[src/rtl/dac081s101.sv]
// SPI write master for the DAC081S101: latches {00, pd, code, 0000} on a start
// strobe and shifts it out MSB first on SYNC/SCLK/DIN, then holds SYNC high to recover.
module dac081s101 #(
  parameter int CLK_DIV   = 4,
  parameter int SYNC_HIGH = 2
) (
  input  logic       clk,
  input  logic       reset,
  input  logic       startWrite,
  input  logic [1:0] pd,
  input  logic [7:0] datain,
  output logic       busy,
  output logic       writeComplete,
  output logic       sync,
  output logic       sclk,
  output logic       mosi
);

  localparam int CNT_W = 16;
  localparam logic [CNT_W-1:0] DIV_LAST = CNT_W'(CLK_DIV - 1);
  localparam logic [CNT_W-1:0] REC_LAST = CNT_W'(SYNC_HIGH - 1);

  localparam logic [1:0] ST_IDLE    = 2'd0;
  localparam logic [1:0] ST_SETUP   = 2'd1;
  localparam logic [1:0] ST_SHIFT   = 2'd2;
  localparam logic [1:0] ST_RECOVER = 2'd3;

  logic [1:0]       state;
  logic [CNT_W-1:0] hcnt;
  logic [4:0]       bcnt;
  logic [15:0]      shreg;
  logic [15:0]      frame;

  assign frame = {2'b00, pd, datain, 4'b0000};

  always_ff @(posedge clk or negedge reset) begin
    if (!reset) begin
      state         <= ST_IDLE;
      hcnt          <= '0;
      bcnt          <= '0;
      shreg         <= '0;
      busy          <= 1'b0;
      writeComplete <= 1'b0;
      sync          <= 1'b1;
      sclk          <= 1'b1;
      mosi          <= 1'b0;
    end else begin
      writeComplete <= 1'b0;
      case (state)
        ST_IDLE: begin
          if (startWrite) begin
            shreg <= frame;
            mosi  <= frame[15];
            busy  <= 1'b1;
            sync  <= 1'b0;
            sclk  <= 1'b1;
            hcnt  <= '0;
            bcnt  <= '0;
            state <= ST_SETUP;
          end
        end
        ST_SETUP: begin
          if (hcnt == DIV_LAST) begin
            hcnt  <= '0;
            sclk  <= 1'b0;
            state <= ST_SHIFT;
          end else begin
            hcnt <= hcnt + 1'b1;
          end
        end
        ST_SHIFT: begin
          if (hcnt == DIV_LAST) begin
            hcnt <= '0;
            // Data advances only on the rising edge so DIN is stable across each fall.
            if (!sclk) begin
              sclk  <= 1'b1;
              shreg <= {shreg[14:0], shreg[15]};
              mosi  <= shreg[14];
            end else if (bcnt == 5'd15) begin
              sync          <= 1'b1;
              mosi          <= 1'b0;
              writeComplete <= 1'b1;
              state         <= ST_RECOVER;
            end else begin
              bcnt <= bcnt + 5'd1;
              sclk <= 1'b0;
            end
          end else begin
            hcnt <= hcnt + 1'b1;
          end
        end
        ST_RECOVER: begin
          if (hcnt == REC_LAST) begin
            hcnt  <= '0;
            busy  <= 1'b0;
            state <= ST_IDLE;
          end else begin
            hcnt <= hcnt + 1'b1;
          end
        end
        default: state <= ST_IDLE;
      endcase
    end
  end

endmodule

[config.mk]
export PLATFORM = sky130hd
export DESIGN_NAME = dac081s101
export DESIGN_NICKNAME = d
export VERILOG_FILES = /design/src/rtl/dac081s101.sv
export SDC_FILE = /design/constraint.sdc
export NUM_CORES = 1
export LEC_CHECK = 0
export ABC_CLOCK_PERIOD_IN_PS = 2600
export CORE_AREA = 8 8 76 78
export CTS_BUF_LIST = sky130_fd_sc_hd__clkbuf_4
export DETAILED_ROUTE_END_ITERATION = 6
export DIE_AREA = 0 0 84 86
export GPL_TIMING_DRIVEN = 0
export PLACE_DENSITY = 0.76
export SKIP_CTS_REPAIR_TIMING = 1
export SLEW_MARGIN = 40
export SYNTH_ARGS = -nofsm -noshare
export SYNTH_HDL_FRONTEND = slang
export SYNTH_SLANG_ARGS = --single-unit
[constraint.sdc]
create_clock -name clk -period 2.6 [get_ports clk]
set_input_delay 0.26 -clock clk [delete_from_list [all_inputs] [get_ports clk]]
set_output_delay 0.26 -clock clk [all_outputs]
set_load 0.05 [all_outputs]
==> results_dict.tcl <==
set metrics [dict create \
    yosysUniqueCellTypes 43 \
    dp_hpwl_um 3560 \
    dieArea_um2 7220 \
    status "finished clean" \
    ios 18 \
    slew_headroom 0.516 \
    synthToLayoutAreaGrowth_pct 16.7 \
    cts_made_buffers 5 \
    post-synth-top-count-cell "dfrtp_1" \
    syn_nets 276 \
    hold_viol_final 0 \
    finalCriticalPeriod_ps 2530 \
    p_leak_nw 1.12 \
    final_nets 302 \
    worstHoldPathType "in2async" \
    maxCapViolCount 0 \
    grt_pass1_vias 1955 \
    cp-end-kind "register" \
    antenna_found_initial 0 \
    track_usage 0.147 \
    fmax_mhz 396 \
    worst_slew_pin_slew_ps 720 \
    netlist_instances 254 \
    skew_ps 8.43 \
    clk_pin_slew_worst_paths_ps 140 \
    ys_seq_elements 44 \
    dr.first_iter.drc_count 184 \
    row_count 25 \
    grt_max_degree 45 \
    synth_edf_count 0 \
    ys_seq_area_frac 0.461 \
    path_class "reg2reg" \
    setup_violations 0 \
    power_w 0.00115 \
    numPortBuffers 17 \
    finalCritPeriodShare 0.972 \
    core-area_um2 4600 \
    final_core_util 0.608 \
    startpoint_type "register" \
    fp.dieW_um 84 \
    cts_num_sinks 44 \
    r2r-start "hcnt[9]" \
    place_congestion 0.880 \
    slew_viol_final 0 \
    drive_gt1_frac 0.125 \
    h-tree-depth 2 \
    avgSynthCellArea_um2 9.43 \
    synth_ff_type "dfrtp_1" \
    routedWlPerCell_um 15.6 \
    holdWs_ps 406 \
    synth_area_leaders "dfrtp_1 44%, o22ai_1 5.7%, ha_1 4.7%" \
    clock_latency_ps 360 \
    worstPathRequired_ps 2910 \
    root_buffer "clkbuf_4" \
    cp.arrival_ps 2840 \
    synth_common_cells "42 x dfrtp_1, 23 x nand2_1, 22 x o22ai_1" \
    power_density_nw_per_um2 410 \
    drc_errors 0 \
    first_pass_iters 4 \
    clockBufferDepth 2 \
    yosys_warnings 0 \
    grt_overflow 0 \
    wl_um 5230 \
    grt_pass1_wl_um 8890 \
    viasPerCell 6.09 \
    rsz0062_at_grt "true" \
    start_util 0.521 \
    yosysTopAreaCellShare 0.439 \
    final_antenna_net_count 0 \
    critPathLaunch "hcnt[9]" \
    n_fill_cell 404 \
    vias 2041 \
    yosys.area.top_type "dfrtp_1" \
    num_antenna_cells 0 \
    cts_tree "yes" \
    ys_async_sr_fraction 1.00 \
    synth_area_um2 2390 \
    vdd_drop_max_uv 319 \
    worstPathMaxFanout 10 \
    dieHeight_um 86 \
]
area by class of cell:
cell class / instances / area [um^2] / share of cell area
inverters: 9 / 33.8 / 0.0121
plain buffers: 12 / 62.6 / 0.0224
clock buffers: 5 / 37.5 / 0.0134
well taps: 54 / 67.6 / 0.0242
flip-flops and latches: 44 / 1110 / 0.396
repair buffers: 21 / 200 / 0.0717
clock inverters: 3 / 42.5 / 0.0152
multi-input cells: 187 / 1240 / 0.445
sequential cells by signal, indices dropped and copies added, names as in the netlist:
register and flops:
sync 1, sclk 1, shreg 16, busy 1, mosi 1, writeComplete 1, state 2, hcnt 16
bcnt 5
worst max-delay path, cell delays in order (launching register included):
cell,delay (ps)
dfrtp_2,480
or4_4,570
or4_4,560
buf_6,160
nand2b_4,170
or4_1,470
nand3_1,80
stage by stage:
stage / std cells / worst slack [ps] / cell area, um^2 / TNS, ps
floorplan: 254 / 167 / 2390 / 0
global placement: 325 / -109 / 2630 / -776
detailed placement: 325 / -107 / 2630 / -706
CTS: 333 / -135 / 2710 / -980
global route: 335 / -34.0 / 2790 / -44.6
finish: 335 / 72.5 / 2790 / 0
placed cells by master, fill, tap and decap left out, types with 3 or more instances in the layout:
cell,synthesis,routed
o21ai_0,18,18
nand4_1,5,5
buf_4,0,4
nand3_1,10,10
nand2b_1,3,3
clkbuf_4,0,5
and3_1,5,5
clkbuf_1,12,8
a22oi_1,7,7
inv_1,9,9
nor2_1,5,5
clkdlybuf4s50_1,0,16
dfrtp_1,42,40
or4_4,2,4
a21oi_1,20,20
a31oi_1,9,9
o22ai_1,22,22
nor3_1,5,5
ha_1,9,8
o211ai_1,3,3
nand2_1,23,23
a21o_1,6,6
power breakdown:
part	total [W]	internal [W]	switching [W]
Clock	0.000428	0.000201	0.000227
Combinational	0.0000337	0.0000180	0.0000157
Sequential	0.000684	0.000684	0
Total	0.00115	0.000903	0.000242
cell families (layout without fill, tap and decap cells):
| logic type | count (synthesis) | in the layout | synth area share |
|---|---|---|---|
| buffers and inverters | 23 | 50 | 0.0423 |
| DFF | 44 | 44 | 0.461 |
| adders and majority gates | 9 | 9 | 0.0470 |
| xor gates and xnor gates | 2 | 2 | 0.00732 |
| AOI/OAI and AO/OA | 95 | 95 | 0.247 |
| muxes | 4 | 4 | 0.0178 |
| and+or+nand+nor | 77 | 77 | 0.178 |
worst paths after layout:
check	end	slack [ps]	depth (start not counted)
min in group clk	shreg[13]	480	3
max in group asynchronous	hcnt[2]	1800	2
worst min register to register	hcnt[2]	520	1
worst max register to register	bcnt[3]	70	6
worst max-delay path	bcnt[3]	70	6
worst min-delay path	bcnt[3]	410	2
routing by layer:
metal	part of all wire	global-route usage
met1	0.50	0.197
met5	0	0
met3	0.044	0.0379
met2	0.44	0.219
met4	0.014	0.0612
Note: power is estimated with default switching activity, not from simulation.
